### config.mk
export PLATFORM = sky130hd
export DESIGN_NAME = bilinear_interp_pipe
export DESIGN_NICKNAME = d
export VERILOG_FILES = /design/src/rtl/bilinear_interp_pipe.sv
export SDC_FILE = /design/constraint.sdc
export NUM_CORES = 1
export LEC_CHECK = 0
export ABC_AREA = 1
export BUFFER_PORTS_ARGS = -buffer_cell sky130_fd_sc_hd__buf_2
export CORE_ASPECT_RATIO = 1.75
export CORE_MARGIN = 8
export CORE_UTILIZATION = 62
export DETAILED_ROUTE_END_ITERATION = 8
export GPL_TIMING_DRIVEN = 0
export MAX_ROUTING_LAYER = met4
export PLACE_DENSITY = 0.86
export RECOVER_POWER = 50
export SKIP_LAST_GASP = 1
export SYNTH_ARGS = -nofsm -noshare
export SYNTH_HDL_FRONTEND = slang
export SYNTH_SLANG_ARGS = --single-unit
export TNS_END_PERCENT = 5
### constraint.sdc
create_clock -name clk -period 4.4 [get_ports clk]
set_clock_uncertainty 0.15 [all_clocks]
set_input_delay 0 -clock clk [delete_from_list [all_inputs] [get_ports clk]]
set_output_delay 0 -clock clk [all_outputs]
set_load 0.01 [all_outputs]
### src/rtl/bilinear_interp_pipe.sv
// bilinear_interp_pipe
//   Three-stage pipelined bilinear interpolator for the VGA upscaling path.
//   S1 lerps each source row horizontally by fx, S2 lerps the two row results
//   vertically by fy, S3 applies a single full-precision round/truncate and
//   registers the output pixel. Flow control is a global stall driven by the
//   output handshake.
// Ports
//   clk, reset            rising-edge clock, synchronous active-high reset
//   in_valid / in_ready   input handshake (in_ready is combinational from out_ready)
//   p_tl, p_tr, p_bl, p_br  2x2 source neighbourhood, channel NUM_CH-1 in the MSBs
//   fx, fy                sub-pixel phase; right/bottom weight = phase / 2^FRAC_W
//   out_valid / out_ready output handshake
//   out_data              interpolated pixel, held stable while stalled
module bilinear_interp_pipe #(
    parameter int unsigned CH_W   = 4,
    parameter int unsigned NUM_CH = 3,
    parameter int unsigned FRAC_W = 1,
    parameter int unsigned ROUND  = 0
) (
    input  logic                     clk,
    input  logic                     reset,
    input  logic                     in_valid,
    output logic                     in_ready,
    input  logic [NUM_CH*CH_W-1:0]   p_tl,
    input  logic [NUM_CH*CH_W-1:0]   p_tr,
    input  logic [NUM_CH*CH_W-1:0]   p_bl,
    input  logic [NUM_CH*CH_W-1:0]   p_br,
    input  logic [FRAC_W-1:0]        fx,
    input  logic [FRAC_W-1:0]        fy,
    output logic                     out_valid,
    input  logic                     out_ready,
    output logic [NUM_CH*CH_W-1:0]   out_data
);

    localparam int unsigned PW = NUM_CH * CH_W;
    localparam int unsigned TW = CH_W + FRAC_W;      // S1 row-lerp width
    localparam int unsigned AW = CH_W + 2 * FRAC_W;  // S2 accumulator width
    // N = 2^FRAC_W, needs one extra bit to hold the full weight.
    localparam logic [FRAC_W:0] NPH = {1'b1, {FRAC_W{1'b0}}};
    localparam logic [AW-1:0] HALF = (ROUND != 0) ? (AW'(1) << (2 * FRAC_W - 1)) : '0;

    logic stall;

    logic v1_q, v1_d, v2_q, v2_d, v3_q, v3_d;
    logic [FRAC_W-1:0]           fy1_q, fy1_d;
    logic [NUM_CH-1:0][TW-1:0]   top_q, top_d, bot_q, bot_d;
    logic [NUM_CH-1:0][AW-1:0]   acc_q, acc_d;
    logic [PW-1:0]               out_q, out_d;

    logic [FRAC_W:0] wx_l, wx_r, wy_t, wy_b;

    // S1: horizontal lerp. Products and sums fit in TW bits by construction.
    always_comb begin
        wx_l = NPH - {1'b0, fx};
        wx_r = {1'b0, fx};
        for (int c = 0; c < NUM_CH; c++) begin
            top_d[c] = TW'(p_tl[c*CH_W +: CH_W]) * TW'(wx_l)
                     + TW'(p_tr[c*CH_W +: CH_W]) * TW'(wx_r);
            bot_d[c] = TW'(p_bl[c*CH_W +: CH_W]) * TW'(wx_l)
                     + TW'(p_br[c*CH_W +: CH_W]) * TW'(wx_r);
        end
        fy1_d = fy;
        v1_d  = in_valid;
    end

    // S2: vertical lerp using the fy that travelled with the S1 data.
    always_comb begin
        wy_t = NPH - {1'b0, fy1_q};
        wy_b = {1'b0, fy1_q};
        for (int c = 0; c < NUM_CH; c++) begin
            acc_d[c] = AW'(top_q[c]) * AW'(wy_t) + AW'(bot_q[c]) * AW'(wy_b);
        end
        v2_d = v1_q;
    end

    // S3: one rounding step on the full-precision result; cannot exceed 2^CH_W-1.
    always_comb begin
        for (int c = 0; c < NUM_CH; c++) begin
            out_d[c*CH_W +: CH_W] = CH_W'((acc_q[c] + HALF) >> (2 * FRAC_W));
        end
        v3_d = v2_q;
    end

    always_ff @(posedge clk) begin
        if (reset) begin
            v1_q  <= 1'b0;
            v2_q  <= 1'b0;
            v3_q  <= 1'b0;
            fy1_q <= '0;
            top_q <= '0;
            bot_q <= '0;
            acc_q <= '0;
            out_q <= '0;
        end else if (!stall) begin
            v1_q  <= v1_d;
            v2_q  <= v2_d;
            v3_q  <= v3_d;
            fy1_q <= fy1_d;
            top_q <= top_d;
            bot_q <= bot_d;
            acc_q <= acc_d;
            out_q <= out_d;
        end
    end

    // Global stall: the whole pipe freezes while the output is blocked.
    always_comb begin
        stall     = v3_q & ~out_ready;
        in_ready  = ~stall;
        out_valid = v3_q;
        out_data  = out_q;
    end

endmodule

==> impl_metrics.py <==
metrics = {
    "floorplanning": {
        "dieArea_um2": 10200,
        "io_pins": 68,
        "start_util_pct": 62.7,
        "die_h_um": 128,
        "core_um2": 7080,
        "die_x_um": 80.0,
        "rows": 41,
    },
    "logic_synthesis": {
        "yosys-top-cells-area": "dfxtp_1 (26%), ha_1 (18%), nand2_1 (17%), inv_1 (7.1%), nor2_1 (6.8%)",
        "synth_top_cell_area_share_pct": 26.2,
        "yosysTopAreaCell": "dfxtp_1",
        "syn-num-nets": 806,
        "synth_cells": 680,
        "yosys_register_bits": 58,
        "syn_area_um2": 4440,
        "syn_area_per_cell_um2": 6.53,
        "ys_seq_area_share_pct": 26.2,
        "synth_cell_type_count": 20,
        "yosysWarnings": 0,
    },
    "critical_path": {
        "path_cells": "buf_4 -> clkbuf_1 -> nand2_1 -> nand2_1 -> ha_1 -> nand2_1 -> nor2_1 -> inv_1 -> fa_1 -> nor2_1 -> nor2_1 -> nand3_1 -> nand3_1 -> nand2_1 -> inv_1",
        "critPathMaxStageDelay_ps": 420,
        "worst_r2r_path_depth": 15,
        "start_kind": "flop",
        "required_ps": 4470,
        "r2r-end": "acc_q[5]",
        "cp.arrival_ps": 2740,
        "slowest_stage": "clkbuf_1",
        "critPathKind": "flop to flop",
        "r2r_start": "fy1_q",
        "startpoint": "fy1_q",
        "worst-path-max-fanout": 10,
        "endpoint_kind": "flop",
        "r2r_slack_ps": 1730,
        "crit_end": "acc_q[5]",
        "critPathMostFrequentCell": "nand2_1",
    },
    "final_layout": {
        "area_delta_synth_final_pct": 18.6,
        "final_common_cell": "nand2_1",
        "seqCellArea_um2": 1160,
        "fillers": 592,
        "nets": 895,
        "antennaDiodeCount": 0,
        "drive_gt1_share_pct": 10.5,
        "final_area_um2": 5260,
        "multi_input_area_um2": 2730,
        "most-common-layout-cells": "nand2_1 (204), inv_1 (85), nor2_1 (82)",
    },
    "cts": {
        "cts_htree_levels": 3,
        "cts_tree": "done",
        "cts_buffers": 9,
        "clockBufferDepth": 2,
        "path_clk_slew_ps": 50,
        "numClockSinks": 58,
        "root_buffer": "clkbuf_16",
        "cts_setup_buffers": 0,
        "clock_latency_ps": 320,
    },
    "timing": {
        "max_slew.worst_pin.slew_ps": 615,
        "period_minus_slack_ps": 2670,
        "rsz0062_at_grt": "no",
        "drv_slew": 0,
        "slew-limit-headroom_pct": 59.0,
        "fin_setup_tns_ps": 0,
        "setup_viol": 0,
        "timing.hold.ws_ps": 5.44,
        "hold_viol_final": 0,
        "max_freq_mhz": 375,
        "post-route-period-util_pct": 60.6,
    },
    "grt": {
        "overflow": 0,
        "antenna_found_initial": 0,
        "grt_use_total_pct": 23.6,
        "grt_pass1_vias": 4557,
        "grt_first_pass_wirelength_um": 18900,
        "grt_start_max_net_pins": 11,
    },
    "worst_hold_path": {
        "holdCritPathClass": "input port to flop",
    },
    "route": {
        "wl_per_cell_um": 13.0,
        "wl_um": 11200,
        "drc": 0,
        "drt_pass1_iterations": 7,
        "vias": 4374,
        "first_iter_violations": 140,
        "antenna_left": 0,
        "vias_per_cell": 5.09,
    },
    "pwr": {
        "p_switching_w": 0.000466,
        "leakage_nw": 3.13,
        "p_comb_share_pct": 22.2,
        "internal-power_w": 0.00120,
        "peakVddDrop_v": 0.000204,
        "power.share.switching_pct": 27.9,
        "clockPowerShare_pct": 41.0,
        "seqPwrFrac_pct": 36.8,
        "p_total_w": 0.00167,
        "p_per_area_nw_per_um2": 317,
    },
    "place": {
        "place.gp.congestion": 0.883,
        "place_area_um2": 4880,
        "portBuffers": 67,
        "hpwl_um": 8810,
    },
    "status": {
        "outcome": "completed",
    },
    "run": {
        "cap_violations": 0,
    },
}
-- logic make-up after synthesis --
logic type | Yosys count | share of synthesized area (%)
flip-flops | 58 | 26.2
adder cells (fa/ha/maj) | 72 | 21.8
AND/OR/NAND/NOR | 310 | 27.1
buffers and inverters | 137 | 12.3
XOR/XNOR | 9 | 1.78
AO/OA/AOI/OAI | 94 | 10.9
-- layer usage --
layer | wire [um] | track usage (%) | part of all wire [%]
met1 | 4240 | 21.4 | 38
met2 | 6180 | 45.4 | 55
met3 | 407 | 3.16 | 3.6
met4 | 334 | 11.6 | 3.0
met5 | 0 | - | 0
-- timing repair --
action | in CTS | in global routing
hold endpoints to repair | 9 | 0
resized for setup | 0 | 0
hold buffers | 11 | 0
-- state kept, by name (all words and copies together) (netlist names) --
register	cells
out_data	12
out_valid	1
v1_q	1
v2_q	1
top_q	15
acc_q	12
bot_q	15
fy1_q	1
-- how the worst min path moves through the flow --
stage | start | endpoint | cells after the start
4_1_cts | p_bl[3] | bot_q[4] | 7
5_1_grt | p_tr[4] | top_q[5] | 6
6_report | p_br[4] | bot_q[5] | 6
3_3_place_gp | reset | out_valid | 2
3_5_place_dp | reset | out_valid | 2
2_1_floorplan | reset | out_valid | 1
-- critical path, delay by kind of cell (launching register included) --
family / cells / cell delay (ps)
adder cells (fa/ha/maj): 2 / 530
AND/OR/NAND/NOR: 9 / 870
buffers and inverters: 4 / 700
flip-flops: 1 / 310
-- metrics by stage --
step / utilization, % / std cells / setup WS [ps]
finish: 74.4 / 860 / 1730
global route: 74.4 / 860 / 1550
floorplan: - / 680 / 2150
CTS: 74.7 / 860 / 1790
global placement: 69.0 / 833 / 1850
detailed placement: 69.0 / 833 / 1800
-- cell usage after synthesis, drive strengths merged --
library cell / number
inv: 87
nand2: 204
fa: 9
buf: 14
xor2: 4
nor2: 82
o21bai: 6
o21ai: 60
dfxtp: 58
clkbuf: 36
xnor2: 5
ha: 63
nand3: 24
a21oi: 28
-- cell type report --
class | count | share of cell area (%)
multi-input cells | 485 | 51.8
flip-flops and latches | 58 | 22.1
repair buffers | 78 | 8.15
inverters | 87 | 6.20
clock buffers | 14 | 5.02
plain buffers | 50 | 4.06
well taps | 86 | 2.04
clock inverters | 2 | 0.666
-- power groups by stage --
stage	logic, W	clock network (W)	registers, W
CTS	0.000374	0.000689	0.000613
global route	0.000427	0.000712	0.000620
finish	0.000371	0.000686	0.000614
floorplan	0.000249	0	0.000620
detailed placement	0.000360	0	0.000622
global placement	0.000345	0	0.000620
Note: power is estimated with default switching activity, not from simulation.
